[src/rtl/ula_ctrl.sv]
// ula_ctrl: multi-cycle sequencer and 4-entry register file driving the ULA.
// Optional zero flag output enabled by defining ULA_CTRL_ZERO_FLAG_EN.
module ula_ctrl #(
  parameter int ULA_OP = 3,
  parameter int BITS   = 8
) (
  input  logic              clk_in,
  input  logic              rst_n_in,
  input  logic              instr_valid_in,
  output logic              instr_ready_out,
  input  logic [7:0]        instr_in,
  output logic [ULA_OP-1:0] ula_op_out,
  output logic [BITS-1:0]   a_out,
  output logic [BITS-1:0]   b_out,
  input  logic [BITS-1:0]   result_in,
  input  logic [1:0]        rd_sel_in,
  output logic [BITS-1:0]   rd_data_out,
  output logic              busy_out,
  output logic              illegal_out,
`ifdef ULA_CTRL_ZERO_FLAG_EN
  output logic              zero_out,
`endif
  output logic              halted_out
);

  typedef enum logic [1:0] {
    S_IDLE,
    S_EXEC,
    S_IMM,
    S_HALT
  } state_t;

  state_t          state;
  logic [BITS-1:0] r [4];
  logic [1:0]      ra_q;

  logic       xfer;
  logic [3:0] opc;
  logic [1:0] ra;
  logic [1:0] rb;
  logic       is_alu;
  logic       is_ldi;
  logic       is_halt;

  assign opc     = instr_in[7:4];
  assign ra      = instr_in[3:2];
  assign rb      = instr_in[1:0];
  assign is_alu  = ~instr_in[7];
  assign is_ldi  = (opc == 4'b1000);
  assign is_halt = (opc == 4'b1111);

  // Ready is masked while reset is held so nothing is accepted mid-reset.
  assign instr_ready_out = rst_n_in &
    ((state == S_IDLE) | (state == S_IMM));
  assign xfer        = instr_valid_in & instr_ready_out;
  assign busy_out    = (state == S_EXEC) | (state == S_IMM);
  assign halted_out  = (state == S_HALT);
  assign rd_data_out = r[rd_sel_in];

  always_ff @(posedge clk_in or negedge rst_n_in) begin
    if (!rst_n_in) begin
      state       <= S_IDLE;
      ra_q        <= '0;
      ula_op_out  <= '0;
      a_out       <= '0;
      b_out       <= '0;
      illegal_out <= 1'b0;
`ifdef ULA_CTRL_ZERO_FLAG_EN
      zero_out    <= 1'b0;
`endif
      for (int i = 0; i < 4; i++) r[i] <= '0;
    end else begin
      unique case (state)
        S_IDLE: begin
          if (xfer) begin
            unique case (1'b1)
              is_alu: begin
                ula_op_out <= ULA_OP'(instr_in[6:4]);
                a_out      <= r[ra];
                b_out      <= r[rb];
                ra_q       <= ra;
                state      <= S_EXEC;
              end
              is_ldi: begin
                ra_q  <= ra;
                state <= S_IMM;
              end
              is_halt: state <= S_HALT;
              default: illegal_out <= 1'b1;
            endcase
          end
        end
        S_EXEC: begin
          r[ra_q] <= result_in;
`ifdef ULA_CTRL_ZERO_FLAG_EN
          zero_out <= (result_in == '0);
`endif
          state <= S_IDLE;
        end
        S_IMM: begin
          if (xfer) begin
            r[ra_q] <= BITS'(instr_in);
`ifdef ULA_CTRL_ZERO_FLAG_EN
            zero_out <= (instr_in == 8'h00);
`endif
            state <= S_IDLE;
          end
        end
        S_HALT: state <= S_HALT;
        default: state <= S_IDLE;
      endcase
    end
  end

endmodule

[config.mk]
export PLATFORM = sky130hd
export DESIGN_NAME = ula_ctrl
export DESIGN_NICKNAME = d
export VERILOG_FILES = /design/src/rtl/ula_ctrl.sv
export SDC_FILE = /design/constraint.sdc
export NUM_CORES = 1
export LEC_CHECK = 0
export CORE_UTILIZATION = 55
export CTS_BUF_LIST = sky130_fd_sc_hd__clkbuf_4
export DETAILED_ROUTE_END_ITERATION = 8
export DONT_BUFFER_PORTS = 1
export PLACE_DENSITY = 0.7
export SLEW_MARGIN = 40
export SYNTH_ARGS = -nofsm -noshare
export SYNTH_HDL_FRONTEND = slang
export SYNTH_SLANG_ARGS = --single-unit
export TNS_END_PERCENT = 1
[constraint.sdc]
create_clock -name clk_in -period 2.14 [get_ports clk_in]
set_input_delay 0.321 -clock clk_in [delete_from_list [all_inputs] [get_ports clk_in]]
set_output_delay 0.321 -clock clk_in [all_outputs]
set_load 0.03 [all_outputs]
==> metrics.md <==
| Metric | Value |
|---|---|
| Run status | finished clean |
| RePlAce Congestion | 0.768 |
| Async set-reset flop share out of synthesis | 100% |
| Port Buf Inserts | 0 |
| Met3 Resource Use GR | under 10% |
| GRT met2 Usage | 42.5% |
| Antenna Violating Nets Remaining | 0 |
| Clk Latency, worst-skew pair | 0.38 ns |
| Leading area contributor after synthesis | dfrtp_1 |
| Area of the die | approximately 5600 sq um |
| Syn_nets | 247 |
| Seq cells post-synth | between 50 and 60 |
| Count of different cell masters after synthesis | 33 |
| Initial core utilization | approximately 57% |
| Vias in the first global route | ~1,900 |
| Worst-path clk slew | 0.15 ns |
| Routed len/inst | 21.1 um |
| Vias | 1,893 |
| Largest net degree at the start of global routing | 57 |
| Global-route wire length before repair | around 10,000 um |
| Net Sw Power | around 2.2 mW |
| # placed instances | between 200 and 300 |
| Top-count cell post-synth | dfrtp_1 |
| Worst EP required | between 1.5 and 2 ns |
| WHS | approximately 0.077 ns |
| Top FF cell, synth | dfrtp_1 |
| Worst Path Max Fanout | 6 |
| Max-cap viol count | 0 |
| Place WS | a little over 0.3 ns |
| Final nets | 250 |
| Fillers | around 440 |
| Worst-Margin Slew | approximately 0.43 ns |
| Overall Global Routing Usage | between 20% and 30% |
| Post-Synthesis Mean Instance Area | 13.3 sq um |
| # DRC | 0 |
| Finish-stage setup viols | 0 |
| Grt ovf | 0 |
| Post-route cell area | 3130 sq um |
| Critical path arrival | roughly 1.7 ns |
| Worst Skew | between 0.015 and 0.02 ns |
| Clock tree buffer depth | 2 |
| Top-area cell type share of the netlist area | 47.7% |
| Mapped Cells | ~220 |
| Top post-synthesis cells by area | dfrtp_1 48%, mux4_2 18%, mux2_2 7.7% |
| CTS buffer count | 5 |
| Sequential element share of the synthesized area | 47.7% |
| WL final | between 6000 and 7000 um |
| Hpwl dp | between 4000 and 5000 um |
| CTS tree | built |
| Rel. slew slack | just over 70% |
| Flop pwr share | 49.4% |
| Synth top cells by count | 56 x dfrtp_1, 24 x mux4_2, 24 x nor2_1 |
| Placement Cell Area | around 3000 sq um |
| Synthesized cell area | about 3000 sq um |
| Final setup margin | 0.129 ns |
| Fmax | between 400 and 500 MHz |
| Post-Layout Cell Count | just under 300 |
| DRT iter0 DRCs | 154 |
| Leakage power | roughly 1.2 nW |
| Layout area overhead | 6.39% |
| Die Width | 75.1 um |
| Placeable Area | approximately 5000 sq um |
| VDD IR max | 0.900 mV |
| Internal power | 2.75 mW |
| Root Driver | clkbuf_4 |
| Share of cells above drive strength 1 | 32.4% |
| Slew Viols, Final | 0 |
| Ys Warns | 0 |
| Clk sinks | 56 |
| First-pass DRT Iterations | 4 |
| Rows | 26 |
| Clock group share of total power | between 10% and 20% |
| Pwr dens | roughly 1600 nW/um^2 |
| Sw Share | 44.0% |
| Hold Crit Class | in2reg |
| Avg Vias per Cell | 6.42 |
| Core Util, Final | between 60 and 70% |
| H-Tree Depth | 2 |
| Type of destination of the critical path | primary output |
| Initial antenna violation count | 0 |
| M1 GR Usage | a little under a third |
| CP Class | reg2out |
| Final Hold Vio Count | 0 |
| Final min period | ~2 ns |
| # diodes | 0 |
| Combinational power share | between 30 and 40% |
| Die Span Y | about 75 um |
| Gr busiest metal | met2 |
| Worst setup SP type | flip-flop |
| Number of synthesized flops with an enable pin | 0 |
| Final worst-path cycle share | a little over nine tenths |
| IO Pins | 52 |
-- cell type report --
type                    count  area [sq um]  share of cell area [%]
clock buffers               5          37.5                    1.20
clock inverters             3          42.5                    1.36
inverters                   5          18.8                   0.600
multi-input cells         148          1460                    46.6
flip-flops and latches     56          1400                    44.8
well taps                  70          87.6                    2.80
repair buffers              8          82.6                    2.64
-- cells by family (layout without fill, tap and decap cells) --
family	count (synthesis)	in the layout	share of synthesized area, %
flops	56	56	47.7
compound gates	42	42	9.29
fa+ha+maj	5	5	2.13
buf+inv	17	21	3.19
mux	54	54	29.6
simple gates	47	47	8.13
-- power groups by stage --
stage / registers [mW] / logic, mW / clock network (mW)
2_1_floorplan: 2.30 / 1.65 / 0
3_3_place_gp: 2.38 / 1.80 / 0
3_5_place_dp: 2.45 / 1.88 / 0
4_1_cts: 2.42 / 1.91 / 0.590
5_1_grt: 2.52 / 2.08 / 0.644
6_report: 2.43 / 1.91 / 0.572
-- critical path, stage by stage, from the launching register on --
cell and delay (ns):
dfrtp_1 0.45, inv_1 0.17, ha_4 0.20, buf_4 0.15, nor2_1 0.06, nor2b_1 0.11, buf_4 0.16
-- flip-flops by register name (all words and copies together) (netlist names) --
register,flops
ula_op_out,3
ra_q,2
illegal_out,1
b_out,8
r,32
state,2
a_out,8
-- through the flow --
step | setup TNS (ns) | power (mW)
floorplan | 0 | 3.95
global placement | 0 | 4.18
detailed placement | 0 | 4.33
CTS | 0 | 4.93
global route | -0.000340 | 5.24
finish | 0 | 4.91
-- what timing repair did --
action / in CTS / in global routing
hold buffers: 2 / 0
hold endpoints to repair: 56 / 0
setup buffers: 0 / 0
setup endpoints to repair: 0 / 1
resized for setup: 0 / 2
-- routing by layer --
| layer | vias up | routed length [um] |
|---|---|---|
| li1 | 827 | - |
| met1 | 976 | 2430 |
| met2 | 81 | 3240 |
| met3 | 9 | 478 |
| met4 | 0 | 86 |
| met5 | - | 0 |
-- placed cells by master (no fill, tap or decap), drive strengths merged, types with 2 or more instances in the layout --
master	n
mux2	22
nand3	3
inv	5
a211oi	2
clkbuf	5
nor2	26
nand2	11
and3	2
a21oi	24
o211ai	2
dfrtp	56
mux2i	8
ha	5
mux4	24
o21ai	10
buf	7
-- final timing paths --
kind | start | endpoint | depth (start not counted) | slack [ns]
worst max register to register | state[0] | state[1] | 5 | 0.26
min in group asynchronous | rst_n_in | a_out[6] | 2 | 0.45
worst min register to register | r[3] | r[3] | 2 | 0.55
worst min-delay path | instr_in[6] | ula_op_out[2] | 1 | 0.08
worst max-delay path | state[0] | instr_ready_out | 6 | 0.13
max in group asynchronous | rst_n_in | r[17] | 2 | 1.45
Note: power is estimated with default switching activity, not from simulation.
